**config.mk**
```make
export PLATFORM = sky130hd
export DESIGN_NAME = pipeline_scoreboard
export DESIGN_NICKNAME = d
export VERILOG_FILES = /design/src/rtl/diaosi_types_pkg.sv /design/src/rtl/sb_match.sv /design/src/rtl/pipeline_scoreboard.sv
export SDC_FILE = /design/constraint.sdc
export NUM_CORES = 1
export LEC_CHECK = 0
export ABC_AREA = 1
export CAP_MARGIN = 20
export CELL_PAD_IN_SITES_DETAIL_PLACEMENT = 0
export CELL_PAD_IN_SITES_GLOBAL_PLACEMENT = 1
export CORE_ASPECT_RATIO = 0.5
export CORE_MARGIN = 3
export CORE_UTILIZATION = 33
export CTS_CLUSTER_SIZE = 40
export DETAILED_ROUTE_END_ITERATION = 10
export GPL_TIMING_DRIVEN = 1
export PLACE_DENSITY_LB_ADDON = 0.25
export SYNTH_ARGS = -nofsm -noshare
export SYNTH_HDL_FRONTEND = slang
export SYNTH_SLANG_ARGS = --single-unit
```
**constraint.sdc**
```tcl
create_clock -name CLK -period 1.9 [get_ports CLK]
set_clock_uncertainty 0.1 [all_clocks]
set_input_delay 0.38 -clock CLK [delete_from_list [all_inputs] [get_ports CLK]]
set_output_delay 0.38 -clock CLK [all_outputs]
set_load 0.05 [all_outputs]
```
**src/rtl/diaosi_types_pkg.sv**
```systemverilog
// Shared types for the pipeline scoreboard: shadow-pipe entry, forward select
// and the pipe geometry that those types are sized from.
package diaosi_types_pkg;

    // The entry and select types are sized from these, so the geometry
    // lives here rather than as per-instance parameters.
    localparam int NREGS = 32;
    localparam int DEPTH = 3;

    localparam int REG_W = $clog2(NREGS);
    localparam int IDX_W = (DEPTH > 1) ? $clog2(DEPTH) : 1;
    localparam int FWD_W = $clog2(DEPTH + 1);

    typedef logic [REG_W-1:0] reg_idx_t;
    typedef logic [FWD_W-1:0] fwd_sel_t;

    // Select value meaning "take the operand from the register file".
    localparam fwd_sel_t FWD_REGFILE = '0;

    typedef struct packed {
        logic     valid;
        logic     wen;
        reg_idx_t wsel;
        logic     load;
    } sb_entry_t;

endpackage

```
**src/rtl/sb_match.sv**
```systemverilog
// Priority search of the shadow pipe for the youngest in-flight writer of one
// source register. Register 0 and unused sources never match.
module sb_match
    import diaosi_types_pkg::*;
(
    input  sb_entry_t [DEPTH-1:0] ents_i,
    input  reg_idx_t              src_i,
    input  logic                  use_i,
    output logic                  hit_o,
    output logic [IDX_W-1:0]      idx_o,
    output logic                  load_o
);

    // Scan oldest to youngest so the youngest match is written last and wins.
    always_comb begin
        hit_o  = 1'b0;
        idx_o  = '0;
        load_o = 1'b0;
        for (int i = DEPTH - 1; i >= 0; i--) begin
            if (use_i && (src_i != '0) && ents_i[i].valid && ents_i[i].wen &&
                (ents_i[i].wsel == src_i)) begin
                hit_o  = 1'b1;
                idx_o  = IDX_W'(i);
                load_o = ents_i[i].load;
            end
        end
    end

endmodule

```
**src/rtl/pipeline_scoreboard.sv**
```systemverilog
// Hazard/forwarding controller: shadow pipe of in-flight writers (entry 0 = EX,
// entry DEPTH-1 = WB), per-source forward selects, load-use stall, flush kill,
// and saturating stall/flush statistics.
module pipeline_scoreboard
    import diaosi_types_pkg::*;
#(
    parameter int LOAD_RDY = 2,
    parameter int FLUSH_N  = 1,
    parameter int CNT_W    = 32
) (
    input  logic             CLK,
    input  logic             RST,
    input  logic             adv,
    input  logic             flush,
    input  logic             dec_valid,
    input  logic [REG_W-1:0] dec_rs,
    input  logic [REG_W-1:0] dec_rt,
    input  logic             dec_use_rs,
    input  logic             dec_use_rt,
    input  logic             dec_wen,
    input  logic [REG_W-1:0] dec_wsel,
    input  logic             dec_load,
    output logic             stall,
    output logic [FWD_W-1:0] fwd_a,
    output logic [FWD_W-1:0] fwd_b,
    output logic [CNT_W-1:0] stall_cnt,
    output logic [CNT_W-1:0] flush_cnt
);

    sb_entry_t [DEPTH-1:0] pipe_q, pipe_d;
    logic [CNT_W-1:0]      stall_cnt_q, stall_cnt_d;
    logic [CNT_W-1:0]      flush_cnt_q, flush_cnt_d;

    logic             hit_a, hit_b, ld_a, ld_b;
    logic [IDX_W-1:0] idx_a, idx_b;

    sb_match u_match_a (
        .ents_i (pipe_q),
        .src_i  (dec_rs),
        .use_i  (dec_use_rs),
        .hit_o  (hit_a),
        .idx_o  (idx_a),
        .load_o (ld_a)
    );

    sb_match u_match_b (
        .ents_i (pipe_q),
        .src_i  (dec_rt),
        .use_i  (dec_use_rt),
        .hit_o  (hit_b),
        .idx_o  (idx_b),
        .load_o (ld_b)
    );

    // Stall while a winning match is a load whose data is not yet forwardable;
    // selects come straight from pipe state so they stay stable during a stall.
    always_comb begin
        stall = (hit_a && ld_a && (int'(idx_a) < LOAD_RDY)) ||
                (hit_b && ld_b && (int'(idx_b) < LOAD_RDY));
        fwd_a = hit_a ? fwd_sel_t'(idx_a) + fwd_sel_t'(1) : FWD_REGFILE;
        fwd_b = hit_b ? fwd_sel_t'(idx_b) + fwd_sel_t'(1) : FWD_REGFILE;
    end

    // Shift on advance (bubble when stalled or flushed), then kill the
    // youngest FLUSH_N entries on flush whether or not the pipe moved.
    always_comb begin
        pipe_d = pipe_q;
        if (adv) begin
            for (int i = DEPTH - 1; i > 0; i--) begin
                pipe_d[i] = pipe_q[i-1];
            end
            pipe_d[0] = '0;
            if (dec_valid && !stall && !flush) begin
                pipe_d[0].valid = 1'b1;
                pipe_d[0].wen   = dec_wen;
                pipe_d[0].wsel  = dec_wsel;
                pipe_d[0].load  = dec_load;
            end
        end
        if (flush) begin
            for (int i = 0; i < FLUSH_N; i++) begin
                pipe_d[i].valid = 1'b0;
            end
        end
    end

    // Saturating statistics; a flush cycle never counts as a stall cycle.
    always_comb begin
        stall_cnt_d = stall_cnt_q;
        flush_cnt_d = flush_cnt_q;
        if (stall && adv && !flush && (stall_cnt_q != '1)) begin
            stall_cnt_d = stall_cnt_q + CNT_W'(1);
        end
        if (flush && (flush_cnt_q != '1)) begin
            flush_cnt_d = flush_cnt_q + CNT_W'(1);
        end
    end

    // State registers with synchronous reset discarding all in-flight entries.
    always_ff @(posedge CLK) begin
        if (RST) begin
            pipe_q      <= '0;
            stall_cnt_q <= '0;
            flush_cnt_q <= '0;
        end else begin
            pipe_q      <= pipe_d;
            stall_cnt_q <= stall_cnt_d;
            flush_cnt_q <= flush_cnt_d;
        end
    end

    assign stall_cnt = stall_cnt_q;
    assign flush_cnt = flush_cnt_q;

endmodule

```
==> impl_metrics.yaml, run 1 <==
status:
  outcome: "complete, but fails checks"
  failed_checks: "setup timing"
worst_hold_path:
  hold_start: "flush_cnt[24]"
  whs_path_depth: 1
  hold_path_class: "register to register"
  min_to: "flush_cnt[24]"
timing:
  fin_ws_ps: -508
  period_share: 1.27
  hold_viol_final: 0
  setup_violations: 45
  finalSetupTns_ps: -8380
  fin_crit_ps: 2410
  max_slew.worst_pin.slew_ps: 325
  slew-limit-headroom: 0.782
  whs_ps: 397
  slew_viol_final: 0
  grt_setup_unrepaired: "true"
  max_freq_ghz: 0.415
logic_synthesis:
  synth-edff-count: 0
  yosys_warnings: 0
  yosysUniqueCellTypes: 42
  synth_top_area_frac: 0.340
  synth_top_family_by_area: "simple AND/OR/NAND/NOR gates"
  syn_avg_cell_area_um2: 6.32
  synth_top_cells_by_count: "nand2_1 (195), nor2_1 (116), inv_1 (113)"
  synth-simple-area-share: 0.390
  synth-main-ff-cell: "dfxtp_1"
  synthCells: 811
  synth_fa_ha_area_frac: 0.00488
  synth.net_count: 837
  synthesis.area_um2: 5130
  yosys.area.top_type: "dfxtp_1"
  synth_top_cells_by_area: "dfxtp_1 (34%), nand2_1 (14%), nor2_1 (8.5%)"
  yosysMostFrequentCell: "nand2_1"
  synth-xor-area-share: 0.0324
  synth.area.mux_share: 0
  ys_ff_latch: 87
  synth-compound-area-share: 0.122
  ys_async_sr_fraction: 0
  ys_seq_area_frac: 0.340
cells_and_area:
  n_fill_cell: 1328
  drive_above_1_share: 0.517
  final_area_um2: 9180
  multi_input_area_um2: 3730
  area_growth_pct: 79.0
  diodes: 0
  num-nets-final: 1114
  final-seq-area_um2: 1870
pwr:
  power.density_nw_per_um2: 469
  max-vdd-ir-drop_mv: 0.473
  leakage_nw: 4.01
clocking:
  clk_latency_ps: 350
  cts_buffers: 9
  cts_tree: "built"
  clk_pin_slew_ps: 70
  cts-root-buf: "clkbuf_16"
  cts_max_path_buffers: 2
  cts_sinks: 87
  h-tree-depth: 3
floorplanning:
  dieHeight_um: 94.2
  rows: 31
  coreArea_um2: 14800
  io_pins: 93
  initial_core_util: 0.346
  dieArea_um2: 17200
  die_x_um: 182
critical_path:
  r2r_start: "pipe_q[11]"
  worstRegToRegCells: 15
  path_cells: "xor2_1 -> nor4_2 -> buf_4 -> nand4_1 -> buf_4 -> o21ai_4 -> buf_12"
  r2r_end: "stall_cnt[31]"
  crit_required_ps: 1420
  crit_path_end_kind: "output pin"
  critical_path.top_delay_family: "buffers and inverters"
  critPathMaxStageDelay_ps: 340
  critPathMostFrequentCell: "buf_4"
  regToRegSetupSlack_ps: -250
  critPathBufInv: 3
  critPathSlowestCell: "dfxtp_2"
  crit_fanout: 3
  cp.arrival_ps: 1930
  critPathKind: "register to output pin"
  startpoint_type: "register"
detailed_routing:
  drc_errors: 0
  drtIter0Drc: 314
  routed_via_density: 4.73
  vias: 6101
  ant_nets: 0
  avgRoutedWirePerCell_um: 14.3
  wirelength_um: 18500
  drtPass1Iterations: 5
global_routing:
  gr-total-overflow: 0
  grt_pass1_vias: 5876
  grt_pass1_wl_um: 29300
  grt.total_usage: 0.212
  antenna_found_initial: 0
  grt_max_degree: 61
place:
  numPortBuffers: 92
  hpwlAfterDp_um: 12900
  dpl-instance-area_um2: 7530
  gp_congestion: 0.957
  dp_slack_ps: -745
flow_run:
  maxCapViolations: 0
==> routing by layer <==
layer / part of all wire / up-vias / track usage
met1: 0.49 / 2791 / 0.301
met4: 0.0090 / 0 / 0.0424
li1: - / 3181 / -
met3: 0.050 / 17 / 0.0452
met2: 0.45 / 112 / 0.331
met5: 0 / - / 0
==> cell type report <==
type	count	share of cell area
multi-input cells	581	0.406
flip-flops and latches	87	0.203
repair buffers	286	0.277
well taps	198	0.0270
inverters	123	0.0516
clock inverters	7	0.0105
clock buffers	9	0.0245
==> through the flow <==
stage	util	cells	total power (W)
after global placement	0.508	1241	0.00229
after floorplan	-	811	0.00208
after CTS	0.572	1279	0.00430
after detailed placement	0.508	1241	0.00229
after global routing	0.620	1291	0.00448
final	0.620	1291	0.00431
==> how the worst max path moves through the flow <==
stage | from | to | depth (start not counted)
2_1_floorplan | dec_rs[4] | fwd_a[0] | 4
3_3_place_gp | dec_rt[0] | fwd_b[1] | 8
3_5_place_dp | dec_rt[1] | pipe_q[6] | 12
4_1_cts | pipe_q[19] | fwd_a[1] | 6
5_1_grt | pipe_q[19] | fwd_b[0] | 7
6_report | pipe_q[18] | fwd_b[0] | 7
==> cells in the final DEF (no fill, tap or decap), types with 4 or more instances in the layout <==
master / netlist / final
buf_6: 2 / 21
nand3_4: 0 / 5
dlygate4sd2_1: 0 / 6
nand2_1: 195 / 153
inv_1: 113 / 96
inv_2: 10 / 24
nand3_1: 42 / 19
o21ai_2: 0 / 11
a21oi_2: 0 / 11
o21ai_0: 50 / 26
xor2_1: 14 / 13
dfxtp_1: 87 / 14
nand2_4: 0 / 11
nor2_4: 3 / 24
nor4_2: 0 / 5
buf_12: 0 / 13
buf_8: 0 / 4
nand4_1: 31 / 31
nor3_2: 1 / 14
nand2_2: 1 / 31
a21oi_1: 46 / 35
xnor2_1: 5 / 4
clkbuf_16: 0 / 10
o21ai_1: 4 / 16
nand3_2: 6 / 24
clkdlybuf4s50_1: 0 / 13
nor2_2: 8 / 19
nor3_4: 0 / 4
buf_4: 3 / 221
dfxtp_2: 0 / 60
nor2_1: 116 / 85
dfxtp_4: 0 / 13
nor3_1: 23 / 6
==> flip-flops by register name, indices dropped and copies added (netlist names) <==
signal,flops
flush_cnt,32
pipe_q,23
stall_cnt,32
==> power breakdown <==
group	total [W]	switching (W)	internal, W	leakage [nW]
clock network	0.00197	0.000809	0.00116	0.160
logic	0.000478	0.000262	0.000216	3.11
registers	0.00186	0.0000267	0.00184	0.744
==> repair_timing <==
item / CTS / global route
setup buffers: 18 / 14
gates resized for setup: 140 / 175
hold buffers: 0 / 0
hold endpoints to repair: 0 / 0
cloned: 4 / 1
setup endpoints to repair: 68 / 76
pin swaps: 56 / 84
==> kinds of logic after synthesis <==
group                      count (synthesis)
and+or+nand+nor                          444
buffers and inverters                    144
AOI/OAI and AO/OA                        115
DFF                                       87
xor gates and xnor gates                  19
adders and majority gates                  2
Power figures use the tool's default switching activity.
==> inputs of run 2 (changes only) <==
--- a/config.mk
+++ b/config.mk
@@ -15,7 +15,8 @@
 export CTS_CLUSTER_SIZE = 40
 export DETAILED_ROUTE_END_ITERATION = 10
 export GPL_TIMING_DRIVEN = 1
-export PLACE_DENSITY_LB_ADDON = 0.25
+export PLACE_DENSITY = 0.86
+export SLEW_MARGIN = 20
 export SYNTH_ARGS = -nofsm -noshare
 export SYNTH_HDL_FRONTEND = slang
 export SYNTH_SLANG_ARGS = --single-unit
==> run 2 against run 1 <==
The flow still finishes with violations (setup timing). First-iteration DRC count rose by 31%. Fmax grew 5.1%. Wire length decreased by 3.6%. Count of clock-buffer cells in the layout increased by 3. Die area stayed put. Sequential share of layout area is 0.30 points higher. Combinational power is 4.6% lower. Critical path type unchanged. Largest power group is now registers.
==> impl_metrics.yaml, run 2 (synthesis gave the netlist of run 1 again) <==
critical_path:
  r2r_start: "pipe_q[9]"
  worstRegToRegCells: 14
  crit_path_end_kind: "output pin"
  critical_path.top_delay_family: "compound AO/OA/AOI/OAI gates"
  critPathSlowestCell: "dfxtp_2"
  cp.depth: 7
  endpoint: "fwd_a[1]"
  regToRegSetupSlack_ps: -180
  crit_fanout: 2
  cp.arrival_ps: 1810
  startpoint_type: "register"
  crit_required_ps: 1420
  path_cells: "buf_6 -> xor2_2 -> a2111oi_2 -> nand3_2 -> o21ai_1 -> and2_4 -> buf_12"
  r2r_end: "stall_cnt[12]"
  critPathKind: "register to output pin"
  critPathBufInv: 2
  startpoint: "pipe_q[19]"
  critPathMaxStageDelay_ps: 320
clocking:
  cts_max_path_buffers: 2
  clk_pin_slew_ps: 60
  cts_sinks: 87
  h-tree-depth: 3
  cts_buffers: 9
  clk_latency_ps: 340
  cts-root-buf: "clkbuf_16"
  cts_tree: "built"
pwr:
  net-switching-power_w: 0.00102
  power_frac_seq: 0.464
  power.density_nw_per_um2: 446
  finalPower_w: 0.00401
  p_comb_frac: 0.114
  max-vdd-ir-drop_mv: 0.438
  switching_share: 0.253
  leakage_nw: 3.91
  pwr-share-clk: 0.422
  intPower_w: 0.00300
floorplanning:
  initial_core_util: 0.346
  dieArea_um2: 17200
  rows: 31
  coreArea_um2: 14800
  io_pins: 93
  dieHeight_um: 94.2
  die_x_um: 182
timing:
  max_slew.worst_pin.slew_ps: 308
  period_share: 1.21
  slew_viol_final: 0
  max_freq_ghz: 0.436
  whs_ps: 398
  fin_crit_ps: 2290
  slew-limit-headroom: 0.793
  grt_setup_unrepaired: "true"
  hold_viol_final: 0
  fin_ws_ps: -391
  setup_violations: 45
status:
  outcome: "complete, but fails checks"
  failed_checks: "setup timing"
detailed_routing:
  wirelength_um: 17800
  avgRoutedWirePerCell_um: 13.8
  drc_errors: 0
  routed_via_density: 4.86
  ant_nets: 0
  vias: 6276
  drtIter0Drc: 412
  drtPass1Iterations: 5
cells_and_area:
  final_util: 0.607
  diodes: 0
  area_growth_pct: 75.4
  final_common_cell: "buf_4"
  drive_above_1_share: 0.493
  layout_common_cells: "buf_4 (220), nand2_1 (154), inv_1 (100)"
  num-nets-final: 1115
place:
  numPortBuffers: 92
  gp_congestion: 0.925
  hpwlAfterDp_um: 13000
global_routing:
  grt_pass1_vias: 5861
  grt.total_usage: 0.205
  grt_max_degree: 36
  gr-total-overflow: 0
  antenna_found_initial: 0
  grt_pass1_wl_um: 28800
worst_hold_path:
  whs_path_depth: 2
  hold_path_class: "register to register"
flow_run:
  maxCapViolations: 0
run 2: changes by cell type in the layout (fill, tap and decap cells not counted), sizes merged, moves of 2 or more:
cell,previous run,this run
clkdlybuf4s15,4,6
dlygate4sd2,6,1
clkbuf,10,15
buf,262,264
bufinv,2,0
run 2: tightest hold or removal path: cells and delay by family, from the launching register on:
kind	cells	cell delay, ps
AO/OA/AOI/OAI	1	50
flip-flops	1	330
AND/OR/NAND/NOR	1	70
run 2: worst min-delay path by stage:
stage | startpoint | to | slack, ps
2_1_floorplan | pipe_q[7] | pipe_q[7] | 350
3_3_place_gp | pipe_q[0] | pipe_q[0] | 380
3_5_place_dp | pipe_q[0] | pipe_q[0] | 380
4_1_cts | pipe_q[0] | pipe_q[0] | 400
5_1_grt | pipe_q[5] | pipe_q[5] | 440
6_report | pipe_q[0] | pipe_q[0] | 400
run 2: per-layer routing:
layer / wire, um / share of wire / vias up / track usage
met1: 8790 / 0.49 / 2946 / 0.289
met5: 0 / 0 / - / 0
met4: 203 / 0.011 / 0 / 0.0570
met2: 8060 / 0.45 / 142 / 0.326
met3: 786 / 0.044 / 21 / 0.0313
li1: - / - / 3167 / -
run 2: layout make-up:
| class | instances | area (um^2) |
|---|---|---|
| Multi-Input combinational cell | 581 | 3640 |
| Timing Repair Buffer | 287 | 2510 |
| Clock inverter | 4 | 20.0 |
| Fill cell | 1305 | 5820 |
| Clock buffer | 12 | 256 |
| Tap cell | 198 | 248 |
| Inverter | 123 | 472 |
| Sequential cell | 87 | 1850 |
run 2: power by group through the flow:
stage	registers [W]	logic [W]	clock network, W
CTS	0.00186	0.000417	0.00174
global placement	0.00190	0.000386	0
floorplan	0.00192	0.000163	0
finish	0.00186	0.000456	0.00169
detailed placement	0.00190	0.000388	0
global route	0.00187	0.000497	0.00184
run 2: metrics by stage:
stage / area (um^2) / std cells / setup slack (ps) / TNS [ps]
floorplan: 5280 / 811 / -98.0 / -764
global placement: 7580 / 1247 / -758 / -30750
detailed placement: 7580 / 1247 / -758 / -31160
CTS: 8420 / 1278 / -427 / -9560
global route: 8990 / 1292 / -476 / -12660
finish: 8990 / 1292 / -391 / -6660
run 2: timing repair:
action | in CTS | in global routing
pin swaps | 49 | 87
resized for setup | 139 | 153
setup buffers | 14 | 18
setup endpoints to repair | 68 | 72
hold buffers | 0 | 0
gates cloned | 2 | 0
==> inputs of run 3 (changes only) <==
--- a/config.mk
+++ b/config.mk
@@ -10,7 +10,6 @@
 export CELL_PAD_IN_SITES_DETAIL_PLACEMENT = 0
 export CELL_PAD_IN_SITES_GLOBAL_PLACEMENT = 1
 export CORE_ASPECT_RATIO = 0.5
-export CORE_MARGIN = 3
 export CORE_UTILIZATION = 33
 export CTS_CLUSTER_SIZE = 40
 export DETAILED_ROUTE_END_ITERATION = 10
==> run 3 against run 2 <==
The flow still finishes with violations (setup timing). Non-clock buffer count fell by 5. Clock power rose by 12%. Combinational power fell by 4%. Worst setup slack got worse by 16 ps. Count of clock-buffer cells in the layout fell by 2. Die area fell by 6.3%. Fmax fell by 0.68%. Hold slack improved by 13 ps. Via count fell by 0.83%. Final cell count fell by 0.31%. Register-to-register slack got worse by 120 ps. Critical path type is now primary input to output pin.
==> impl_metrics.yaml, run 3 (synthesis gave the netlist of run 1 again) <==
status:
  outcome: "complete, but fails checks"
  failed_checks: "setup timing"
critical_path:
  endpoint: "fwd_b[1]"
  worstRegToRegCells: 13
  startpoint: "dec_rt[2]"
  critPathKind: "primary input to output pin"
  startpoint_type: "primary input"
  r2r_start: "pipe_q[1]"
  r2r_end: "pipe_q[2]"
  crit_fanout: 5
  cp.arrival_ps: 1830
  crit_path_end_kind: "output pin"
  crit_required_ps: 1420
  regToRegSetupSlack_ps: -300
timing:
  hold_viol_final: 0
  whs_ps: 411
  fin_crit_ps: 2310
  slew_viol_final: 0
  slew-limit-headroom: 0.696
  max_slew.worst_pin.slew_ps: 451
  grt_setup_unrepaired: "true"
  setup_violations: 44
  finalSetupTns_ps: -8440
  fin_ws_ps: -407
  period_share: 1.21
  max_freq_ghz: 0.434
cells_and_area:
  final_common_cell: "buf_4"
  final_area_um2: 8840
  n_fill_cell: 1336
  final_util: 0.596
  num-nets-final: 1111
  diodes: 0
  area_growth_pct: 72.3
  drive_above_1_share: 0.491
  layout_common_cells: "buf_4 (226), nand2_1 (162), inv_1 (96)"
floorplanning:
  dieArea_um2: 16100
  dieHeight_um: 90.2
  io_pins: 93
  coreArea_um2: 14800
  die_x_um: 178
  initial_core_util: 0.346
  rows: 31
global_routing:
  grt_pass1_vias: 5612
  gr-total-overflow: 0
  grt.total_usage: 0.213
  antenna_found_initial: 0
  grt_pass1_wl_um: 27500
  grt_max_degree: 36
worst_hold_path:
  hold_path_class: "register to register"
clocking:
  hold_buffers: 0
  cts_tree: "built"
  cts_buffers: 9
  clk_pin_slew_ps: 60
  cts-root-buf: "clkbuf_16"
  cts_max_path_buffers: 2
  h-tree-depth: 3
  cts_sinks: 87
  clk_latency_ps: 340
place:
  numPortBuffers: 92
  dpl-instance-area_um2: 7450
  hpwlAfterDp_um: 12700
  gp_congestion: 0.967
  dp_slack_ps: -801
detailed_routing:
  drc_errors: 0
  wirelength_um: 17800
  drtPass1Iterations: 5
  avgRoutedWirePerCell_um: 13.8
  drtIter0Drc: 417
  vias: 6224
  routed_via_density: 4.83
  ant_nets: 0
flow_run:
  maxCapViolations: 0
pwr:
  max-vdd-ir-drop_mv: 0.434
  leakage_nw: 3.84
  power.density_nw_per_um2: 476
run 3: changes by cell type in the layout (fill, tap and decap cells not counted), moves of 4 or more:
cell | previous run | this run
nand2_1 | 154 | 162
nand2_2 | 35 | 28
nand3_2 | 20 | 27
buf_4 | 220 | 226
buf_6 | 27 | 21
o21ai_0 | 26 | 32
buf_12 | 13 | 8
nand3_1 | 21 | 16
o21ai_1 | 22 | 17
inv_1 | 100 | 96
inv_4 | 1 | 5
run 3: area by class of cell:
| type | instances | area, um^2 | share of cell area |
|---|---|---|---|
| multi-input cells | 581 | 3570 | 0.404 |
| repair buffers | 282 | 2360 | 0.267 |
| repair inverters | 1 | 6.26 | 0.000708 |
| clock inverters | 6 | 85.1 | 0.00963 |
| flip-flops and latches | 87 | 1860 | 0.211 |
| well taps | 198 | 248 | 0.0280 |
| clock buffers | 10 | 229 | 0.0259 |
| inverters | 123 | 477 | 0.0540 |
run 3: worst min-delay path by stage:
| stage | startpoint | cells after the start | slack (ps) | to |
|---|---|---|---|---|
| 2_1_floorplan | pipe_q[7] | 2 | 350 | pipe_q[7] |
| 3_3_place_gp | pipe_q[0] | 2 | 380 | pipe_q[0] |
| 3_5_place_dp | pipe_q[0] | 2 | 380 | pipe_q[0] |
| 4_1_cts | pipe_q[0] | 2 | 400 | pipe_q[0] |
| 5_1_grt | pipe_q[11] | 2 | 430 | pipe_q[19] |
| 6_report | flush_cnt[3] | 2 | 410 | flush_cnt[4] |
run 3: repair_timing:
action                     4_1_cts  5_1_grt
setup endpoints to repair       73       72
buffers inserted                12       20
pin swaps                       57       81
cloned                           3        1
gates resized for setup        136      140
run 3: power by group:
group | switching [W] | internal [W] | leakage, nW
Sequential | 0.0000279 | 0.00184 | 0.743
Clock | 0.000746 | 0.00115 | 0.157
Combinational | 0.000247 | 0.000193 | 2.94
run 3: worst max-delay path, cell delays in order:
cell,delay (ps)
clkdlybuf4s15_2,230
buf_4,160
xor2_2,160
nor4_2,200
nand4_1,190
buf_6,180
a21boi_4,170
buf_12,150
run 3: layer usage:
layer / vias up / global-route usage / share of wire
li1: 3161 / - / -
met1: 2898 / 0.303 / 0.48
met2: 148 / 0.337 / 0.46
met3: 17 / 0.0406 / 0.052
met4: 0 / 0.0318 / 0.0086
met5: - / 0 / 0
run 3: through the flow:
step | std cells | total power, W
4_1_cts | 1269 | 0.00421
6_report | 1288 | 0.00420
3_5_place_dp | 1238 | 0.00227
3_3_place_gp | 1238 | 0.00227
5_1_grt | 1288 | 0.00437
2_1_floorplan | 811 | 0.00208
